File: src/rtl/bp_pkg.sv
// Shared helpers for the set-associative branch predictor: geometry derivations
// and saturating-counter arithmetic.
package bp_pkg;

  function automatic int clog2(input int v);
    int r;
    r = 0;
    while ((1 << r) < v) r = r + 1;
    return r;
  endfunction

  function automatic int set_bits(input int lines, input int ways);
    return clog2(lines / ways);
  endfunction

  function automatic int tag_bits(input int pc_width, input int pc_lsb, input int lines,
                                  input int ways);
    return pc_width - pc_lsb - set_bits(lines, ways);
  endfunction

  // Ages and way indices share this width; a direct-mapped table still gets one bit.
  function automatic int age_bits(input int ways);
    return (clog2(ways) < 1) ? 1 : clog2(ways);
  endfunction

  function automatic int sat_inc(input int c, input int width);
    return (c >= (1 << width) - 1) ? c : c + 1;
  endfunction

  function automatic int sat_dec(input int c);
    return (c <= 0) ? c : c - 1;
  endfunction

  function automatic int cntr_init(input bit taken, input int width);
    return taken ? (1 << (width - 1)) : (1 << (width - 1)) - 1;
  endfunction

endpackage

File: src/rtl/bp_lru_set.sv
// True-LRU bookkeeping for one set: picks the way to update (hit way or victim)
// and produces the set's next age vector.
module bp_lru_set
  import bp_pkg::*;
#(
  parameter int WAYS     = 2,
  parameter int AGE_BITS = 1
) (
  input  logic [WAYS-1:0]               valid,
  input  logic [WAYS-1:0][AGE_BITS-1:0] age_in,
  input  logic                          hit,
  input  logic [AGE_BITS-1:0]           hit_way,
  output logic [AGE_BITS-1:0]           way_sel,
  output logic [WAYS-1:0][AGE_BITS-1:0] age_out
);

  logic [AGE_BITS-1:0] victim;
  logic [AGE_BITS-1:0] old_age;

  always_comb begin
    victim = '0;
    // Descending scans so the lowest matching index is the one left standing.
    for (int i = WAYS - 1; i >= 0; i--) begin
      if (age_in[i] == AGE_BITS'(WAYS - 1)) victim = AGE_BITS'(i);
    end
    for (int i = WAYS - 1; i >= 0; i--) begin
      if (!valid[i]) victim = AGE_BITS'(i);
    end
    way_sel = hit ? hit_way : victim;

    old_age = '0;
    for (int i = 0; i < WAYS; i++) begin
      if (AGE_BITS'(i) == way_sel) old_age = age_in[i];
    end

    for (int i = 0; i < WAYS; i++) begin
      age_out[i] = age_in[i];
      if (AGE_BITS'(i) == way_sel) age_out[i] = '0;
      else if (age_in[i] < old_age) age_out[i] = age_in[i] + AGE_BITS'(1);
    end
  end

endmodule

File: src/rtl/branch_predictor_assoc.sv
// N-way set-associative branch history table with true-LRU replacement.
// Define BP_GSHARE_EN to XOR a global history register into the set index.
module branch_predictor_assoc
  import bp_pkg::*;
#(
  parameter int PC_WIDTH   = 32,
  parameter int LINES      = 8,
  parameter int WAYS       = 2,
  parameter int CNTR_WIDTH = 2,
  parameter int PC_LSB     = 0
) (
  input  logic                clk,
  input  logic                reset,
  input  logic [PC_WIDTH-1:0] pc_guess,
  input  logic                is_br_guess,
  input  logic [PC_WIDTH-1:0] pc_check,
  input  logic                is_br_check,
  input  logic                br_taken_check,
  output logic                br_pred_taken,
  output logic                br_pred_hit
);

  localparam int SETS     = LINES / WAYS;
  localparam int SET_BITS = set_bits(LINES, WAYS);
  localparam int IDX_W    = (SET_BITS == 0) ? 1 : SET_BITS;
  localparam int TAG_BITS = tag_bits(PC_WIDTH, PC_LSB, LINES, WAYS);
  localparam int AGE_BITS = age_bits(WAYS);

  logic [TAG_BITS-1:0]           tag_q   [SETS][WAYS];
  logic [CNTR_WIDTH-1:0]         cntr_q  [SETS][WAYS];
  logic [WAYS-1:0]               valid_q [SETS];
  logic [WAYS-1:0][AGE_BITS-1:0] age_q   [SETS];

  logic [IDX_W-1:0]    pc_idx_g, pc_idx_c, idx_g, idx_c;
  logic [TAG_BITS-1:0] tag_g, tag_c;

  assign tag_g = pc_guess[PC_WIDTH-1:PC_LSB+SET_BITS];
  assign tag_c = pc_check[PC_WIDTH-1:PC_LSB+SET_BITS];

  generate
    if (SET_BITS > 0) begin : g_idx
      assign pc_idx_g = pc_guess[PC_LSB+SET_BITS-1:PC_LSB];
      assign pc_idx_c = pc_check[PC_LSB+SET_BITS-1:PC_LSB];
    end else begin : g_no_idx
      assign pc_idx_g = '0;
      assign pc_idx_c = '0;
    end
  endgenerate

`ifdef BP_GSHARE_EN
  logic [IDX_W-1:0] ghr;

  // The check port indexes with the history as it was before this update.
  always_ff @(posedge clk) begin
    if (reset) ghr <= '0;
    else if (is_br_check) ghr <= IDX_W'({ghr, br_taken_check});
  end

  generate
    if (SET_BITS > 0) begin : g_gshare
      assign idx_g = pc_idx_g ^ ghr;
      assign idx_c = pc_idx_c ^ ghr;
    end else begin : g_gshare_single
      assign idx_g = '0;
      assign idx_c = '0;
    end
  endgenerate
`else
  assign idx_g = pc_idx_g;
  assign idx_c = pc_idx_c;
`endif

  logic hit_g, msb_g;

  always_comb begin
    hit_g = 1'b0;
    msb_g = 1'b0;
    for (int w = 0; w < WAYS; w++) begin
      if (valid_q[idx_g][w] && tag_q[idx_g][w] == tag_g) begin
        hit_g = 1'b1;
        msb_g = cntr_q[idx_g][w][CNTR_WIDTH-1];
      end
    end
  end

  assign br_pred_hit   = hit_g;
  assign br_pred_taken = is_br_guess & hit_g & msb_g;

  logic                          hit_c;
  logic [AGE_BITS-1:0]           hit_way_c, way_sel;
  logic [WAYS-1:0][AGE_BITS-1:0] age_nxt;
  logic [CNTR_WIDTH-1:0]         cntr_cur, cntr_nxt;

  always_comb begin
    hit_c     = 1'b0;
    hit_way_c = '0;
    for (int w = 0; w < WAYS; w++) begin
      if (valid_q[idx_c][w] && tag_q[idx_c][w] == tag_c) begin
        hit_c     = 1'b1;
        hit_way_c = AGE_BITS'(w);
      end
    end
  end

  bp_lru_set #(
    .WAYS     (WAYS),
    .AGE_BITS (AGE_BITS)
  ) u_lru (
    .valid   (valid_q[idx_c]),
    .age_in  (age_q[idx_c]),
    .hit     (hit_c),
    .hit_way (hit_way_c),
    .way_sel (way_sel),
    .age_out (age_nxt)
  );

  always_comb begin
    cntr_cur = '0;
    for (int w = 0; w < WAYS; w++) begin
      if (AGE_BITS'(w) == way_sel) cntr_cur = cntr_q[idx_c][w];
    end
    if (!hit_c) cntr_nxt = CNTR_WIDTH'(cntr_init(br_taken_check, CNTR_WIDTH));
    else if (br_taken_check) cntr_nxt = CNTR_WIDTH'(sat_inc(int'(cntr_cur), CNTR_WIDTH));
    else cntr_nxt = CNTR_WIDTH'(sat_dec(int'(cntr_cur)));
  end

  always_ff @(posedge clk) begin
    if (reset) begin
      for (int s = 0; s < SETS; s++) begin
        valid_q[s] <= '0;
        for (int w = 0; w < WAYS; w++) age_q[s][w] <= AGE_BITS'(w);
      end
    end else if (is_br_check) begin
      age_q[idx_c] <= age_nxt;
      for (int w = 0; w < WAYS; w++) begin
        if (AGE_BITS'(w) == way_sel) valid_q[idx_c][w] <= 1'b1;
      end
    end
  end

  // Tags and counters are qualified by valid, so they carry no reset.
  always_ff @(posedge clk) begin
    if (!reset && is_br_check) begin
      for (int w = 0; w < WAYS; w++) begin
        if (AGE_BITS'(w) == way_sel) begin
          tag_q[idx_c][w]  <= tag_c;
          cntr_q[idx_c][w] <= cntr_nxt;
        end
      end
    end
  end

endmodule

File: config.mk
export PLATFORM = sky130hd
export DESIGN_NAME = branch_predictor_assoc
export DESIGN_NICKNAME = d
export VERILOG_FILES = /design/src/rtl/bp_pkg.sv /design/src/rtl/bp_lru_set.sv /design/src/rtl/branch_predictor_assoc.sv
export SDC_FILE = /design/constraint.sdc
export NUM_CORES = 1
export LEC_CHECK = 0
export BUFFER_PORTS_ARGS = -buffer_cell sky130_fd_sc_hd__buf_2
export CORE_UTILIZATION = 42
export DETAILED_ROUTE_END_ITERATION = 8
export HOLD_SLACK_MARGIN = 0.12
export SETUP_SLACK_MARGIN = 0.02
export SYNTH_ARGS = -nofsm -noshare
export SYNTH_HDL_FRONTEND = slang
export SYNTH_SLANG_ARGS = --single-unit
File: constraint.sdc
create_clock -name clk -period 10.6 [get_ports clk]
set_clock_uncertainty 0.05 [all_clocks]
set_input_delay 0.53 -clock clk [delete_from_list [all_inputs] [get_ports clk]]
set_output_delay 0.53 -clock clk [all_outputs]
set_load 0.01 [all_outputs]
==> run metrics, run 1 <==
outcome=complete, but fails checks; violations in the final reports=design-rule violations; total number of vias=7290; worst vdd ir=0.1203 mV; critical path required time=10.71 ns; critical path capture point type=flop; count of buffers inserted at the top-level ports=70; final setup margin=5.154 ns; Startpoint Class=input port; worst-skew pair later-pin latency=0.55 ns; CTS Buf Count=30; number of enable flip-flop cells after synthesis=271; mean routed wirelength per cell=27.70 µm; post-route DRC violation count=4; pin count of the biggest net entering global routing=59; Routed Antenna Nets=0; Synth Warn #=0; DP HPWL=22920 µm; minimum clock period=5.446 ns; depth of the worst register-to-register path=8; CTS tree=built; number of resized instances in the post-cts repair step=0; horizontal die dimension=179.7 µm; sequential group share of total power=48.9%; via density per instance=5.927; relative slew slack=17.01%; Synth Register Bits=272; Leak=0.004833 µW; clock tree buffer depth=3; crit path DAT=5.55 ns; number of nets produced by synthesis=806; register clock-pin slew on the reported worst setup and hold paths=0.06 ns; setup slack, reg-to-reg=6.08 ns; row cnt=64; hold path endpoint=age_q[2][1]; Cell Count, Final, Fillers Out=1230; biggest fanout along the worst timing path=58; Layout Nets=880; number of antenna violations at the first check in global routing=0; wirelength, routed=34070 µm; internal power=1907 µW; global route total overflow=0; post-synth design cell area=13260 µm²; number of global-route vias before repair=7693; Tot GR Track Use=21.38%; synthesized instance count=737; worst setup path category=in2reg; Area Growth Syn to Fin=13.22%; H-tree depth=1; worst hold-check path type=in2reg; final critical-path share of the clock period=51.38%; die area=32270 µm²; Final Hold Slack=0.2059 ns; number of design-rule violations left by the first detailed-router iteration=779; fraction of power spent switching nets=22.97%; sink count of the clock tree=272; diode insertion count for antenna repair=0; r2r endpoint=tag_q[0][39]; power per cell area=164.9 nW/µm²; placed insts=1175; Total Negative Setup Slacks=0 ns; beginning of the worst hold path=reset; distinct cell type count after synthesis=48; initial core utilization=43.00%; die extent in y=179.7 µm; iteration count of the initial detailed-routing pass=7; area of the placeable core=30830 µm²; share of the yosys chip area belonging to registers=61.54%; global-route wire length before repair=50540 µm; post-synthesis average cell area=17.99 µm²; Top FF cell, synth=sky130_fd_sc_hd__edfxtp_1; count of pins on the block boundary=71; gpl congestion=0.8231; async set or reset register ratio after synthesis=0%; combinational share of power=9.9%; worst setup path start=pc_check[1]; share of post-route cells with drive strength above 1=29.86%; unrepaired setup endpoints after global routing=false; net switching power figure=568.7 µW; number of failing setup endpoints in the final timing report=0; number of hold buffers added after cts=0; CTS Root Buffer Type=sky130_fd_sc_hd__clkbuf_16; slew at the pin closest to its max-slew limit=1.242 ns; final-report max-slew violation count=0; Worst Hold Depth=3; Max-Cap Viols=0; Clk network pwr share=41.2%; placement-stage worst setup slack=4.553 ns; final-report hold violation count=0; worst flop-to-flop path startpoint=tag_q[0][50]; Post-CTS Repair Setup Buffers=0; Achievable Freq=0.1836 GHz
[state kept, by name, summed over array words and instances (netlist names)]
| name | flops |
|---|---|
| cntr_q | 16 |
| valid_q | 8 |
| age_q | 8 |
| tag_q | 240 |
[power by group through the flow]
stage | Sequential (µW) | Combinational [µW] | Clock [µW]
final | 1210 | 245 | 1020
after global routing | 1210 | 262 | 1070
after CTS | 1210 | 248 | 1030
after detailed placement | 1230 | 247 | 0
after global placement | 1230 | 244 | 0
after floorplan | 1230 | 153 | 0
[area by class of cell]
class | count | area [µm²]
flip-flops and latches | 272 | 8158
clock buffers | 35 | 790.8
clock inverters | 20 | 173.9
fillers | 2540 | 15820
inverters | 5 | 18.77
well taps | 396 | 495.5
multi-input cells | 422 | 4937
repair buffers | 80 | 432.9
[cells by family after synthesis]
| family | after synthesis | synth area share (%) |
|---|---|---|
| AND/OR/NAND/NOR | 97 | 3.832 |
| buffers and inverters | 43 | 1.661 |
| AO/OA/AOI/OAI | 43 | 2.152 |
| XOR/XNOR | 127 | 8.392 |
| multiplexers | 155 | 22.42 |
| flip-flops | 272 | 61.54 |
[stage by stage]
step / area [µm²] / utilization, % / power (µW)
6_report: 15010 / 48.68 / 2475
5_1_grt: 15010 / 48.68 / 2543
4_1_cts: 15010 / 48.68 / 2489
3_5_place_dp: 14040 / 45.55 / 1481
3_3_place_gp: 14040 / 45.55 / 1476
2_1_floorplan: 13260 / - / 1384
[worst max-delay path, stage by stage]
cell	delay (ns)
sky130_fd_sc_hd__buf_4	0.45
sky130_fd_sc_hd__buf_4	0.87
sky130_fd_sc_hd__mux4_2	0.42
sky130_fd_sc_hd__xor2_1	0.16
sky130_fd_sc_hd__or4_1	0.54
sky130_fd_sc_hd__nor4_1	0.66
sky130_fd_sc_hd__nand2_1	0.30
sky130_fd_sc_hd__nand2_1	0.13
sky130_fd_sc_hd__nand2_1	0.32
sky130_fd_sc_hd__nor2_4	1.07
[how the worst max path moves through the flow]
stage / to / cells after the start / slack [ns]
finish: tag_q[0][39] / 10 / 5.15
global route: tag_q[2][42] / 10 / 4.88
CTS: tag_q[2][42] / 10 / 5.13
detailed placement: tag_q[2][42] / 10 / 4.55
global placement: tag_q[2][42] / 10 / 4.66
floorplan: cntr_q[0][2] / 14 / 5.71
[synth_stat cells, drive strengths merged, types with 2 or more instances]
library cell / count / area, µm²
edfxtp: 271 / 8138
mux4: 113 / 2545
xnor2: 89 / 779.5
mux2i: 40 / 400.4
xor2: 38 / 332.8
buf: 26 / 156.4
nor2: 24 / 90.09
nand4: 18 / 112.6
nor4: 16 / 100.1
nand2: 15 / 56.30
a21oi: 12 / 60.06
clkbuf: 12 / 45.04
o21ai: 11 / 55.05
nand3: 7 / 35.03
inv: 5 / 18.77
nor2b: 5 / 31.28
a21boi: 4 / 41.29
nand2b: 3 / 18.77
mux2: 2 / 26.27
nor3: 2 / 10.01
o22ai: 2 / 12.51
or4: 2 / 15.01
[placed cells by master, fill, tap and decap left out, types with 8 or more instances in the layout]
master / Yosys / final
sky130_fd_sc_hd__nand2_1: 15 / 15
sky130_fd_sc_hd__nor2_1: 24 / 16
sky130_fd_sc_hd__nand4_1: 18 / 18
sky130_fd_sc_hd__nor4_1: 16 / 16
sky130_fd_sc_hd__xnor2_1: 89 / 89
sky130_fd_sc_hd__mux4_2: 113 / 113
sky130_fd_sc_hd__edfxtp_1: 271 / 271
sky130_fd_sc_hd__o21ai_0: 10 / 10
sky130_fd_sc_hd__mux2i_1: 40 / 40
sky130_fd_sc_hd__clkbuf_16: 0 / 31
sky130_fd_sc_hd__nor2_4: 0 / 8
sky130_fd_sc_hd__xor2_1: 38 / 38
sky130_fd_sc_hd__buf_2: 11 / 67
sky130_fd_sc_hd__a21oi_1: 12 / 12
sky130_fd_sc_hd__buf_4: 6 / 13
sky130_fd_sc_hd__clkinv_2: 0 / 9
[per-layer routing]
metal | GRT usage, % | vias to the layer above | routed length (µm) | part of all wire, %
met1 | 29.29 | 3807 | 14020 | 41
met5 | 0 | - | 0 | 0
li1 | - | 3156 | - | -
met4 | 6.379 | 0 | 857 | 2.5
met3 | 3.748 | 49 | 2440 | 7.2
met2 | 35.09 | 278 | 16750 | 49
No activity file was read; power rests on OpenSTA's default activity.
==> run 2: changes to the inputs <==
==> constraint.sdc (replaced) <==
create_clock -name clk -period 4.6 [get_ports clk]
set_clock_uncertainty 0.05 [all_clocks]
set_input_delay 0.23 -clock clk [delete_from_list [all_inputs] [get_ports clk]]
set_output_delay 0.23 -clock clk [all_outputs]
set_load 0.01 [all_outputs]
==> run 2 against run 1 <==
Net effect:
- the run still ends with design-rule violations left
- setup slack got worse by 4.6 ns
- via count increased by 5.4%
- combinational power increased by 150%
- clock power increased by 130%
- final cell count increased by 5.0%
- sequential power increased by 130%
- global-route usage increased by 0.89 points
- sequential share of layout area decreased by 2.1 points
- flip-flop and latch count unchanged
- core utilization increased by 2.0 points
- total power increased by 130%
- first-iteration DRC count decreased by 14%
- largest cell class unchanged
==> run metrics, run 2 (same netlist as run 1, synthesis figures left out) <==
outcome=complete, but fails checks; violations in the final reports=design-rule violations; number of filler instances in the final layout=2541 (+0.039%); CTS Buf Count=31 (+3.3%); most common cell after layout, fill and taps aside=sky130_fd_sc_hd__edfxtp_1; number of failing setup endpoints in the final timing report=0 (unchanged); CP Cell Sequence=mux4_2 -> xor2_1 -> or4_1 -> nor4_1 -> buf_4 -> nand2_1 -> a21boi_4 -> mux2_4 -> o22a_1; relative slew slack=51.24% (+34 points); slowest cell on the critical path=sky130_fd_sc_hd__or4_1; top flop regs=tag_q x240, cntr_q x16; register name with the most flops=tag_q; count of pins on the block boundary=71 (unchanged); iteration count of the initial detailed-routing pass=7 (unchanged); CTS Root Buffer Type=sky130_fd_sc_hd__clkbuf_16; number of resized instances in the post-cts repair step=0 (unchanged); slew at the pin closest to its max-slew limit=0.7314 ns (-0.5105 ns); die extent in y=179.7 µm (unchanged); internal power=4384 µW (+130%); count of buffers inserted at the top-level ports=70 (unchanged); sink count of the clock tree=272 (unchanged); total number of vias=7685 (+5.4%); global route total overflow=0 (unchanged); worst-skew pair later-pin latency=0.56 ns (about the same); Leak=0.005113 µW (+5.8%); PnR Total Power=5702 µW (+130%); Achievable Freq=0.2488 GHz; Startpoint Class=flop; minimum clock period=4.019 ns; critical path required time=4.82 ns (-5.89 ns); delay of the slowest cell on the worst path=0.62 ns (-0.45 ns); via density per instance=5.953 (+0.44%); gate family responsible for the most delay along the worst path=simple AND/OR/NAND/NOR gates; mean routed wirelength per cell=27.39 µm (-1.1%); row cnt=64 (unchanged); Total Negative Setup Slacks=0 ns (unchanged); Area Growth Syn to Fin=17.82%; number of buffer and inverter instances along the worst setup path=1 (-1); number of design-rule violations left by the first detailed-router iteration=669 (-14%); net switching power figure=1318 µW (+130%); biggest fanout along the worst timing path=14 (-76%); power per cell area=365.1 nW/µm² (+120%); worst vdd ir=0.2629 mV (+120%); worst hold-check path type=in2reg; flip-flop count of the largest register, all copies and words added=240 (unchanged); Max-Cap Viols=0 (unchanged); placement-stage worst setup slack=0.1517 ns (-4.401 ns); global-route wire length before repair=52430 µm (+3.7%); Post-CTS Repair Setup Buffers=0 (unchanged); final-report max-slew violation count=0 (unchanged); DP HPWL=24290 µm (+6.0%); sequential group share of total power=49.0% (about the same); area of the placeable core=30830 µm² (unchanged); pin count of the biggest net entering global routing=35 (-41%); die area=32270 µm² (unchanged); horizontal die dimension=179.7 µm (unchanged); final-report hold violation count=0 (unchanged); wirelength, routed=35360 µm (+3.8%); final critical-path share of the clock period=87.37%; clock tree buffer depth=3 (unchanged); initial core utilization=43.00% (unchanged); diode insertion count for antenna repair=0 (unchanged); register clock-pin slew on the reported worst setup and hold paths=0.06 ns (about the same); unrepaired setup endpoints after global routing=false; number of antenna violations at the first check in global routing=0 (unchanged); Layout Nets=940 (+6.8%); H-tree depth=1 (unchanged); final setup margin=0.5812 ns (-4.573 ns); post-route DRC violation count=4 (unchanged); CTS tree=built; combinational share of power=10.7% (+0.8 points); share of post-route cells with drive strength above 1=30.73% (+0.87 points); Clk network pwr share=40.4% (-0.8 points); top library cells by usage in the layout, fill and taps aside=sky130_fd_sc_hd__edfxtp_1 (271), sky130_fd_sc_hd__mux4_2 (113), sky130_fd_sc_hd__xnor2_1 (89); fraction of power spent switching nets=23.11% (+0.14 points); number of global-route vias before repair=8074 (+5.0%); gpl congestion=0.8501 (+3.3%); Routed Antenna Nets=0 (unchanged); Tot GR Track Use=22.27% (+0.89 points); worst setup path category=reg2reg; critical path capture point type=flop; crit path DAT=4.24 ns (-1.31 ns)
## run 2: cell types whose count changed in the layout (fill, tap and decap cells not counted), sizes merged
cell         change
dlygate4sd3     +32
bufinv           -1
inv              +1
buf             +27
clkinv           -2
clkinvlp         +1
clkbuf           +3
## run 2: area by class of cell
| type | count | area, µm² | share of cell area (%) |
|---|---|---|---|
| flip-flops and latches | 272 | 8158 | 52.24 |
| multi-input cells | 422 | 4937 | 31.61 |
| repair buffers | 139 | 1056 | 6.762 |
| clock buffers | 38 | 802.0 | 5.135 |
| well taps | 396 | 495.5 | 3.173 |
| clock inverters | 19 | 150.1 | 0.9614 |
| inverters | 5 | 18.77 | 0.1202 |
## run 2: final timing paths
kind	startpoint	to	slack [ns]	depth (start not counted)
max	tag_q[3][50]	cntr_q[0][1]	0.58	9
min	br_taken_check	cntr_q[3][3]	0.20	2
max reg2reg	tag_q[3][50]	cntr_q[0][1]	0.58	9
min reg2reg	age_q[2][1]	age_q[2][1]	0.47	2
## run 2: timing repair
action,in CTS,in global routing
setup endpoints to repair,0,0
hold endpoints to repair,247,0
hold buffers,32,0
## run 2: power by group through the flow
stage,Clock [µW],Sequential (µW),Combinational (µW)
6_report,2300,2790,607
5_1_grt,2430,2790,647
4_1_cts,2340,2790,614
3_5_place_dp,0,2840,590
3_3_place_gp,0,2840,583
2_1_floorplan,0,2840,352
## run 2: metrics by stage
step / hold WS (ns) / util (%) / instance area [µm²] / instances
after floorplan: 0.2789 / - / 13260 / 737
after global placement: 0.4164 / 46.53 / 14350 / 1202
after detailed placement: 0.4541 / 46.53 / 14350 / 1202
after CTS: 0.1780 / 50.66 / 15620 / 1291
after global routing: 0.2580 / 50.66 / 15620 / 1291
final: 0.2037 / 50.66 / 15620 / 1291
## run 2: per-layer routing
| layer | global-route usage [%] | part of all wire (%) |
|---|---|---|
| met1 | 29.67 | 41 |
| met4 | 6.517 | 2.5 |
| met3 | 3.140 | 6.6 |
| met5 | 0 | 0 |
| met2 | 38.11 | 50 |
==> run 3: changes to the inputs <==
--- a/config.mk
+++ b/config.mk
@@ -9,7 +9,9 @@
 export CORE_UTILIZATION = 42
 export DETAILED_ROUTE_END_ITERATION = 8
 export HOLD_SLACK_MARGIN = 0.12
+export REMOVE_ABC_BUFFERS = 1
 export SETUP_SLACK_MARGIN = 0.02
+export SLEW_MARGIN = 25
 export SYNTH_ARGS = -nofsm -noshare
 export SYNTH_HDL_FRONTEND = slang
 export SYNTH_SLANG_ARGS = --single-unit
==> run 3 against run 2 <==
Net effect:
- the flow now finishes without violations
- wire length is 5.0% lower
- combinational power hardly changed
- hold slack better by 0.022 ns
- final area is 0.70% higher
- maximum frequency is 2.3% higher
- register-to-register slack better by 0.20 ns
- sequential power hardly changed
- sequential share of layout area is 0.36 points lower
- count of clock-buffer cells in the layout stayed put
- critical endpoint is now br_pred_taken
==> run metrics, run 3 (same netlist as run 1, synthesis figures left out) <==
outcome=complete, no violations; global-route wire length before repair=51290 µm (-2.2%); row cnt=64 (unchanged); sink count of the clock tree=272 (unchanged); top library cells by usage in the layout, fill and taps aside=sky130_fd_sc_hd__edfxtp_1 (271), sky130_fd_sc_hd__mux4_2 (113), sky130_fd_sc_hd__xnor2_1 (89); wirelength, routed=33600 µm (-5.0%); met1 WL=14160 µm (-1.3%); diode insertion count for antenna repair=0 (unchanged); worst-skew pair later-pin latency=0.56 ns (about the same); relative slew slack=57.05% (+5.8 points); number of filler instances in the final layout=2482 (-2.3%); slew at the pin closest to its max-slew limit=0.6384 ns (-0.09303 ns); Routed Antenna Nets=0 (unchanged); r2r endpoint=cntr_q[1][1]; minimum clock period=3.929 ns (-0.09032 ns); Max-Cap Viols=0 (unchanged); depth of the worst register-to-register path=10 (+1); beginning of the worst hold path=br_taken_check; hold path endpoint=cntr_q[1][0]; slowest cell on the critical path=sky130_fd_sc_hd__nor4_1; number of global-route vias before repair=8029 (-0.56%); power per cell area=360.6 nW/µm² (-1.2%); number of resized instances in the post-cts repair step=0 (unchanged); number of antenna violations at the first check in global routing=0 (unchanged); most common cell after layout, fill and taps aside=sky130_fd_sc_hd__edfxtp_1; count of pins on the block boundary=71 (unchanged); final-report hold violation count=0 (unchanged); worst hold-check path type=in2reg; gpl congestion=0.8893 (+4.6%); CTS tree=built; final-report max-slew violation count=0 (unchanged); post-route DRC violation count=0 (-4); unrepaired setup endpoints after global routing=false; Tot GR Track Use=21.34% (-0.93 points); worst setup path category=in2out; share of post-route cells with drive strength above 1=30.77% (+0.043 points); clock tree buffer depth=3 (unchanged); met2 wire length=16250 µm (-8.6%); Startpoint Class=input port; PnR Total Power=5670 µW (-0.55%); H-tree depth=1 (unchanged); register clock-pin slew on the reported worst setup and hold paths=0.06 ns (about the same); delay of the slowest cell on the worst path=0.61 ns (about the same); uppermost metal layer occupied by signal nets=met4; number of design-rule violations left by the first detailed-router iteration=702 (+4.9%); CTS Root Buffer Type=sky130_fd_sc_hd__clkbuf_16; Storage cell area=8158 µm² (unchanged); critical path required time=4.32 ns (-0.50 ns); crit path DAT=3.65 ns (-0.59 ns); count of buffers inserted at the top-level ports=70 (unchanged); worst vdd ir=0.2678 mV (+1.9%); Leak=0.005140 µW (+0.52%); initial core utilization=43.00% (unchanged); area of the multi-input gates=4937 µm² (unchanged); die extent in y=179.7 µm (unchanged); CP Cell Sequence=buf_4 -> buf_12 -> mux4_2 -> xnor2_1 -> nand4_1 -> nor4_1 -> nand4_1 -> nand2b_1 -> a21boi_0 -> buf_2; number of failing setup endpoints in the final timing report=0 (unchanged); Achievable Freq=0.2545 GHz (+2.3%); via density per instance=5.933 (-0.32%); setup slack, reg-to-reg=0.78 ns (+0.20 ns); Total Negative Setup Slacks=0 ns (unchanged); global route total overflow=0 (unchanged); top flop regs=tag_q x240, cntr_q x16; DP HPWL=23310 µm (-4.1%); area of the placeable core=30830 µm² (unchanged); worst setup path start=pc_guess[0]; biggest fanout along the worst timing path=22 (+8); flip-flop count of the largest register, all copies and words added=240 (unchanged); pin count of the biggest net entering global routing=65 (+86%); die area=32270 µm² (unchanged); iteration count of the initial detailed-routing pass=7 (unchanged); horizontal die dimension=179.7 µm (unchanged); mean routed wirelength per cell=25.99 µm (-5.1%); critical path's most frequent cell=sky130_fd_sc_hd__nand4_1; total number of vias=7672 (-0.17%); CTS Buf Count=30 (-3.2%); worst flop-to-flop path startpoint=tag_q[3][50]; metal3 WL=2142 µm (-8.9%); Area Growth Syn to Fin=18.64%; final critical-path share of the clock period=85.40% (-2.0 points); Layout Nets=942 (+0.21%); register name with the most flops=tag_q; Worst Hold Depth=3 (+1); critical path capture point type=output port
==> run 3: cell count changes in the layout (fill, tap and decap cells not counted), sizes merged <==
cell      delta
inv          -1
clkinvlp     +1
clkinv       -1
buf          +3
==> run 3: layer usage <==
metal	vias to the layer above	track usage, %
li1	3295	-
met1	4041	29.63
met2	280	34.91
met3	56	3.323
met4	0	6.345
met5	-	0
==> run 3: worst max path at each step <==
stage	end	depth (start not counted)
after floorplan	cntr_q[0][0]	8
after global routing	br_pred_taken	10
final	br_pred_taken	10
after CTS	br_pred_taken	10
after global placement	tag_q[2][54]	11
after detailed placement	cntr_q[2][3]	12
==> run 3: cell type report <==
type,instances,share of cell area (%)
sequential,272,51.87
multi-input combinational,422,31.39
timing repair buffer,142,7.511
clock buffer,38,4.965
tap,396,3.151
clock inverter,18,0.9866
inverter,5,0.1193
==> run 3: power breakdown <==
| part | switching [µW] | internal, µW |
|---|---|---|
| clock | 962 | 1310 |
| sequential | 15.9 | 2770 |
| combinational | 337 | 270 |
==> run 3: through the flow <==
| stage | utilization [%] | setup WS, ns | cells | hold WS [ns] | area, µm² |
|---|---|---|---|---|---|
| 3_3_place_gp | 46.69 | 0.3512 | 1202 | 0.4302 | 14400 |
| 4_1_cts | 51.01 | 0.6940 | 1293 | 0.2111 | 15730 |
| 3_5_place_dp | 46.94 | 0.3668 | 1205 | 0.4344 | 14470 |
| 2_1_floorplan | - | 0.3760 | 699 | 0.2789 | 13050 |
| 6_report | 51.01 | 0.6715 | 1293 | 0.2262 | 15730 |
| 5_1_grt | 51.01 | 0.5422 | 1293 | 0.2509 | 15730 |
==> run 3: critical path: cells and delay by family <==
family / cells / cell delay, ns
AND/OR/NAND/NOR: 4 / 1.50
XOR/XNOR: 1 / 0.29
buffers and inverters: 3 / 0.88
multiplexers: 1 / 0.54
AO/OA/AOI/OAI: 1 / 0.19
==> run 3: timing repair <==
item                      4_1_cts  5_1_grt
hold buffers                   32        0
setup buffers                   0        0
hold endpoints to repair      253        0
